**src/rtl/subtractor_seq_chunked_pkg.sv**
```systemverilog
// rtl/subtractor_seq_chunked_pkg.sv - shared types and helpers for the chunked subtractor
package sub_pkg;

    localparam logic [1:0] ST_IDLE = 2'd0;
    localparam logic [1:0] ST_BUSY = 2'd1;
    localparam logic [1:0] ST_DONE = 2'd2;

    typedef enum logic [1:0] {
        IDLE = ST_IDLE,
        BUSY = ST_BUSY,
        DONE = ST_DONE
    } sub_state_t;

    function automatic int nchunk_of(input int width, input int chunk);
        return width / chunk;
    endfunction

    // Chunk index needs at least one bit even when there is a single chunk.
    function automatic int idx_width(input int nchunk);
        return (nchunk <= 1) ? 1 : $clog2(nchunk);
    endfunction

endpackage

```
**src/rtl/subtractor_seq_chunked_sub_chunk.sv**
```systemverilog
// rtl/subtractor_seq_chunked_sub_chunk.sv - combinational CHUNK-bit subtract with borrow in/out
module sub_chunk #(
    parameter int CHUNK = 8
) (
    input  logic [CHUNK-1:0] a,
    input  logic [CHUNK-1:0] b,
    input  logic             bin,
    output logic [CHUNK-1:0] diff,
    output logic             bout
);

    // The extra MSB of the widened difference is the borrow out.
    assign {bout, diff} = {1'b0, a} - {1'b0, b} - {{CHUNK{1'b0}}, bin};

endmodule

```
**src/rtl/subtractor_seq_chunked.sv**
```systemverilog
// rtl/subtractor_seq_chunked.sv - multi-cycle a-b-bin, CHUNK bits per clock; SUB_OVF_FLAG_EN adds ovf
module subtractor_seq_chunked
    import sub_pkg::*;
#(
    parameter int WIDTH = 32,
    parameter int CHUNK = 8
) (
    input  logic             clk,
    input  logic             rst_n,
    input  logic             in_valid,
    output logic             in_ready,
    input  logic [WIDTH-1:0] a,
    input  logic [WIDTH-1:0] b,
    input  logic             bin,
    output logic             out_valid,
    input  logic             out_ready,
    output logic [WIDTH-1:0] diff,
    output logic             bout,
    output logic             zero
`ifdef SUB_OVF_FLAG_EN
    ,output logic            ovf
`endif
);

    localparam int NCHUNK = nchunk_of(WIDTH, CHUNK);
    localparam int IW     = idx_width(NCHUNK);
    localparam logic [IW-1:0] LAST = IW'(NCHUNK - 1);

    generate
        if (CHUNK < 1 || (WIDTH % CHUNK) != 0) begin : g_bad_cfg
            $error("WIDTH must be a non-zero multiple of CHUNK");
        end
    endgenerate

    sub_state_t       state;
    logic [IW-1:0]    idx;
    logic             borrow;
    logic             nonzero;
    logic [WIDTH-1:0] a_q;
    logic [WIDTH-1:0] b_q;
    logic [CHUNK-1:0] a_c;
    logic [CHUNK-1:0] b_c;
    logic [CHUNK-1:0] c_diff;
    logic             c_bout;

    always_comb begin
        a_c = '0;
        b_c = '0;
        for (int i = 0; i < NCHUNK; i++) begin
            if (idx == IW'(i)) begin
                a_c = a_q[i*CHUNK +: CHUNK];
                b_c = b_q[i*CHUNK +: CHUNK];
            end
        end
    end

    sub_chunk #(.CHUNK(CHUNK)) u_chunk (
        .a    (a_c),
        .b    (b_c),
        .bin  (borrow),
        .diff (c_diff),
        .bout (c_bout)
    );

    always_ff @(posedge clk or negedge rst_n) begin
        if (!rst_n) begin
            state     <= IDLE;
            idx       <= '0;
            borrow    <= 1'b0;
            nonzero   <= 1'b0;
            a_q       <= '0;
            b_q       <= '0;
            in_ready  <= 1'b1;
            out_valid <= 1'b0;
            diff      <= '0;
            bout      <= 1'b0;
            zero      <= 1'b0;
`ifdef SUB_OVF_FLAG_EN
            ovf       <= 1'b0;
`endif
        end else begin
            case (state)
                IDLE: begin
                    if (in_valid) begin
                        a_q      <= a;
                        b_q      <= b;
                        borrow   <= bin;
                        idx      <= '0;
                        nonzero  <= 1'b0;
                        in_ready <= 1'b0;
                        state    <= BUSY;
                    end
                end
                BUSY: begin
                    for (int i = 0; i < NCHUNK; i++) begin
                        if (idx == IW'(i)) begin
                            diff[i*CHUNK +: CHUNK] <= c_diff;
                        end
                    end
                    borrow  <= c_bout;
                    nonzero <= nonzero | (|c_diff);
                    if (idx == LAST) begin
                        // Flags come from the final chunk directly; diff's top slice is not yet visible.
                        bout      <= c_bout;
                        zero      <= ~(nonzero | (|c_diff));
`ifdef SUB_OVF_FLAG_EN
                        ovf       <= (a_q[WIDTH-1] ^ b_q[WIDTH-1]) & (a_q[WIDTH-1] ^ c_diff[CHUNK-1]);
`endif
                        out_valid <= 1'b1;
                        state     <= DONE;
                    end else begin
                        idx <= idx + IW'(1);
                    end
                end
                DONE: begin
                    if (out_ready) begin
                        out_valid <= 1'b0;
                        in_ready  <= 1'b1;
                        state     <= IDLE;
                    end
                end
                default: begin
                    state <= IDLE;
                end
            endcase
        end
    end

endmodule
```
**config.mk**
```make
export PLATFORM = sky130hd
export DESIGN_NAME = subtractor_seq_chunked
export DESIGN_NICKNAME = d
export VERILOG_FILES = /design/src/rtl/subtractor_seq_chunked_pkg.sv /design/src/rtl/subtractor_seq_chunked_sub_chunk.sv /design/src/rtl/subtractor_seq_chunked.sv
export SDC_FILE = /design/constraint.sdc
export NUM_CORES = 1
export LEC_CHECK = 0
export CORE_UTILIZATION = 45
export CTS_CLUSTER_SIZE = 16
export DETAILED_ROUTE_END_ITERATION = 12
export GPL_TIMING_DRIVEN = 0
export PLACE_DENSITY = 0.72
export SETUP_SLACK_MARGIN = 0.5
export SYNTH_ARGS = -nofsm -noshare
export SYNTH_HDL_FRONTEND = slang
export SYNTH_SLANG_ARGS = --single-unit
```
**constraint.sdc**
```tcl
create_clock -name clk -period 8.3 [get_ports clk]
set_input_delay 1.66 -clock clk [delete_from_list [all_inputs] [get_ports clk]]
set_output_delay 1.66 -clock clk [all_outputs]
set_load 0.02 [all_outputs]
```
**Word level (Yosys, flattened, before mapping)**

Cells that the tools add are included.

- Reduce and logical (&&, ||, !) cells: 16
- Mux-type cells: 24
- Bitwise logic cells: 2
- Equality and inequality tests: 9
- $add $sub $neg: 3

Operators by type and width:

| cell | count |
|---|---|
| $mux W8 | 8 |
| $reduce_and A2 Y1 | 6 |
| $reduce_and A3 Y1 | 4 |
| $mux W2 | 5 |
| $sub A8 B8 Y9 | 1 |
| $sub A9 B1 Y9 | 1 |
| $ne A2 B2 Y1 const B | 4 |
| $pmux W1 S2 | 4 |
| $reduce_or A8 Y1 | 1 |
| $eq A2 B2 Y1 const B | 3 |
| $pmux W2 S3 | 1 |
| $reduce_bool A2 Y1 | 3 |
| $mux W1 | 5 |
| $eq A2 B1 Y1 const B | 2 |
| $logic_not A2 Y1 | 2 |
| $pmux W2 S2 | 1 |
| $add A2 B1 Y2 const B | 1 |
| $not A1 Y1 | 1 |
| $or A1 B1 Y1 | 1 |

- Word-level logic and storage cells: 68
- Register bits after elaboration: 106
- Output and inout port bits: 36

**Logic depth before layout (Yosys ltp)**

- Depth after elaboration: 10
- Gate-level depth with buffers: 19
- Depth with buffers taken out: 17

**Modules after synthesis**

A second synthesis with hierarchy kept.

- Cell total of the unflattened synthesis: 410
- Area, all modules: 5365.1 sq um

By module, submodules not included:

| module | instances | cells an instance | area each (sq um) |
|---|---|---|---|
| subtractor_seq_chunked | 1 | 334 | 4810.9 |
| sub_chunk | 1 | 76 | 554.3 |

**Least setup slack after synthesis**

No wires, ideal clock.

- Path type: register to register
- Start: register idx[0]
- End: register nonzero
- Clock period less this slack: 3.443 ns
- Arrival time: 3.301 ns
- Cell stages (with the launch flop): 19
- Setup slack: 4.857 ns
- Library setup time: 0.142 ns
- Buffers on the path: 2
- Cell sequence: dfrtp_1 inv_1 ha_1 buf_2 clkbuf_1 nand2_1 nor2_1 a21oi_1 nor2_1 a21oi_1 o21ai_0 fa_1 fa_1 a21boi_0 o22ai_1 xnor2_1 nand4_1 nor3b_1 a31oi_1

- Word-level cells in the longest chain between the ends: 10
- Elaborated cells between the ends (all ways): 17

Ends and longest elaborated chain:

| what | RTL line | text |
|---|---|---|
| start, declared | subtractor_seq_chunked.sv:36 | `logic [IW-1:0] idx;` |
| start signal, assigned | subtractor_seq_chunked.sv:112 | `idx <= idx + IW'(1);` |
| $logic_not A2 Y1 | subtractor_seq_chunked.sv:50 | `if (idx == IW'(i)) begin` |
| $mux W8 (4 in a row) | subtractor_seq_chunked.sv:50 |  |
| $sub A8 B8 Y9 * | subtractor_seq_chunked_sub_chunk.sv:13 | `assign {bout, diff} = {1'b0, a} - {1'b0, b} - {{CHUNK{1'b0}}, bin};` |
| $sub A9 B1 Y9 * | subtractor_seq_chunked_sub_chunk.sv:13 |  |
| $reduce_or A8 Y1 * | subtractor_seq_chunked.sv:101 | `nonzero <= nonzero \| (\|c_diff);` |
| $or A1 B1 Y1 * | subtractor_seq_chunked.sv:101 |  |
| $pmux W1 S2 * | subtractor_seq_chunked.sv:82 | `case (state)` |
| end signal, assigned | subtractor_seq_chunked.sv:101 |  |
| end, declared | subtractor_seq_chunked.sv:38 | `logic nonzero;` |

Every way passes the cells marked *; elsewhere a longest branch is shown, timed or not.
A chain may end at the register's enable or synchronous reset.

**Worst setup path in the final report**

- Start: register idx[1]
- End: register nonzero

Same word-level chain as after synthesis.

==> flow_metrics.py <==
metrics = {
    "synth": {
        "syn_nets": 546,
        "netlist_instances": 459,
        "synth_edf_count": 0,
        "synthSimpleGateAreaFrac_pct": 10.4,
        "ys_ff_latch": 106,
        "avgSynthCellArea_um2": 10.8,
        "synth.distinct_cells": 40,
        "ys_async_sr_fraction_pct": 100,
        "synth_flop_cell": "dfrtp_1",
        "synthAdderAreaFrac_pct": 4.85,
        "seq_area_frac_synth_pct": 53.6,
        "synth-compound-area-share_pct": 10.5,
        "synth_mux_area_share_pct": 16.0,
        "synth.cell_area_mm2": 0.00495,
        "synthXorXnorAreaFrac_pct": 1.39,
        "yosysWarnings": 0,
        "synth_top_family_by_area": "multiplexers",
    },
    "drt": {
        "drt-total-wl_mm": 11.2,
        "drc": 0,
        "first_pass_iters": 4,
        "vias": 3713,
        "via_per_inst": 5.19,
        "antenna_left": 0,
        "drtIter0Drc": 165,
        "wire_per_inst_um": 15.7,
    },
    "sta": {
        "period_share_pct": 51.8,
        "rsz0062_at_grt": "false",
        "tightest_slew_ns": 0.622,
        "setup_viol": 0,
        "finalMaxSlewViolations": 0,
        "tns_ns": 0,
        "min_period_ns": 4.30,
        "fin_skew_ns": 0.0150,
        "max_slew_margin_pct": 58.5,
        "hold_viol_final": 0,
        "fmax_mhz": 232,
    },
    "placement": {
        "placedCellCount": 700,
        "placed_area_mm2": 0.00619,
        "dp_hpwl_mm": 8.75,
        "gp_congestion": 0.767,
        "port_buffers": 104,
    },
    "finish": {
        "multi_input_area_mm2": 0.00213,
        "final_area_mm2": 0.00637,
        "ff_latch_area_mm2": 0.00265,
        "n_antenna_cell": 0,
        "nets": 662,
        "drive_gt1_share_pct": 16.7,
        "area_growth_pct": 28.8,
        "fill_cells": 933,
        "final_cells": 716,
    },
    "floorplan": {
        "start_util_pct": 47.1,
        "die_y_um": 107,
        "fp.dieW_um": 107,
        "io_pins": 105,
        "core_mm2": 0.0105,
        "rows": 37,
        "dieArea_mm2": 0.0114,
    },
    "clocking": {
        "cts-root-buf": "clkbuf_8",
        "numCtsBuffers": 9,
        "path_clk_slew_ns": 0.11,
        "cts_setup_buffers": 0,
        "clock_path_buffers": 2,
        "clkLatencyLatePin_ns": 0.38,
        "cts_tree": "built",
        "cts.htree.levels": 3,
        "cts_hold_buffers": 0,
        "ctsResizeCount": 0,
        "cts.sinks": 106,
    },
    "job": {
        "cap_violations": 0,
    },
    "global_route": {
        "grt_pass1_vias": 3856,
        "antenna_found_initial": 0,
        "grt_max_degree": 67,
        "grt_pass1_wl_mm": 18.9,
        "grt.overflow.total": 0,
        "grt.total_usage_pct": 21.4,
    },
    "critical_path": {
        "worstPathArrival_ns": 4.53,
        "crit_type": "reg2reg",
        "worstReg2RegEnd": "nonzero",
        "timing.rr.start": "idx[1]",
        "rr_worst_depth": 16,
        "start_kind": "flip-flop",
        "crit_required_ns": 8.52,
        "cp_max_fo": 10,
        "r2r_slack_ns": 4.00,
        "endpoint_kind": "flip-flop",
    },
    "hold_path": {
        "hold_class": "reg2reg",
        "hold_depth": 2,
        "hold_start": "diff[24]",
        "hold_end": "diff[24]",
    },
    "outcome": {
        "status": "finished, final reports clean",
    },
}
synth_stat cells (all sizes together) (3+ instances only):
master	instances	area share, %
a211oi	4	0.81
a21oi	31	3.2
buf	7	0.71
clkbuf	16	1.2
dfrtp	105	53
ha	16	4.0
inv	18	1.4
mux2	64	15
mux2i	7	1.4
nand2	71	5.4
nand3	3	0.30
nor2	31	2.4
nor3b	3	0.56
o21ai	52	5.3
xnor2	4	0.86
xor2	3	0.53
final cells by class:
class                      instances  share of cell area [%]
buffer                            23                    1.49
tap                              136                    2.67
sequential                       106                    41.6
multi-input combinational        312                    33.5
clock buffer                       9                    1.94
inverter                          18                    1.06
clock inverter                     7                    1.02
timing repair buffer             105                    16.7
cells by family (layout without fill, tap and decap cells):
| kind of cell | after synthesis | count (layout) |
|---|---|---|
| AND/OR/NAND/NOR | 121 | 121 |
| flip-flops | 106 | 106 |
| AO/OA/AOI/OAI | 95 | 95 |
| multiplexers | 71 | 71 |
| buffers and inverters | 41 | 162 |
| adder cells (fa/ha/maj) | 18 | 18 |
| XOR/XNOR | 7 | 7 |
flip-flops by register name (all words and copies together) (netlist names), 2 cells and up:
signal and cells:
diff 32, state 2, idx 2, a_q 32, b_q 32
stage by stage:
step	util (%)	setup WS, ns	hold WS (ns)
2_1_floorplan	-	4.86	0.480
3_3_place_gp	58.6	1.72	0.461
3_5_place_dp	58.9	4.01	0.470
4_1_cts	60.7	3.99	0.495
5_1_grt	60.7	3.62	0.526
6_report	60.7	4.00	0.487
per-layer routing:
| metal | up-vias | GRT usage, % | routed length [um] |
|---|---|---|---|
| met5 | - | 0 | 0 |
| li1 | 1789 | - | - |
| met1 | 1798 | 29.2 | 5150 |
| met4 | 0 | 5.77 | 106 |
| met3 | 12 | 2.86 | 583 |
| met2 | 114 | 36.0 | 5400 |
placed cells by master (no fill, tap or decap), types with 3 or more instances in the layout:
cell type	n
xnor2_1	3
nand3_1	3
ha_1	16
mux2_2	64
o21ai_0	52
inv_1	18
nor2_1	31
inv_6	3
clkdlybuf4s50_1	103
clkbuf_8	9
a21oi_1	30
nand2_1	71
dfrtp_1	105
buf_2	7
clkbuf_1	16
xor2_1	3
mux2i_1	7
worst max-delay path, cell delays in order (launching register included):
cell and delay (ns):
dfrtp_1 0.42, inv_1 0.10, ha_1 0.28, clkbuf_1 0.39
nor2_1 0.10, a21oi_1 0.16, nor2_1 0.08, a21oi_1 0.13
o21ai_0 0.12, fa_1 0.46, fa_1 0.45, a21boi_0 0.28
o22ai_1 0.16, xnor2_1 0.45, nand4_1 0.22, nor3b_1 0.24
a31oi_1 0.11
how the worst max path moves through the flow:
stage | start | endpoint | slack (ns) | cells after the start
final | idx[1] | nonzero | 4.00 | 16
after global routing | idx[1] | nonzero | 3.62 | 16
after CTS | idx[1] | nonzero | 3.99 | 16
after detailed placement | idx[1] | nonzero | 4.01 | 16
after global placement | rst_n | a_q[19] | 1.72 | 1
after floorplan | idx[0] | nonzero | 4.86 | 18
Power is left out: the tool's default activity adds up to more than one toggle a clock period on the data nets, which glitch-free logic cannot reach.
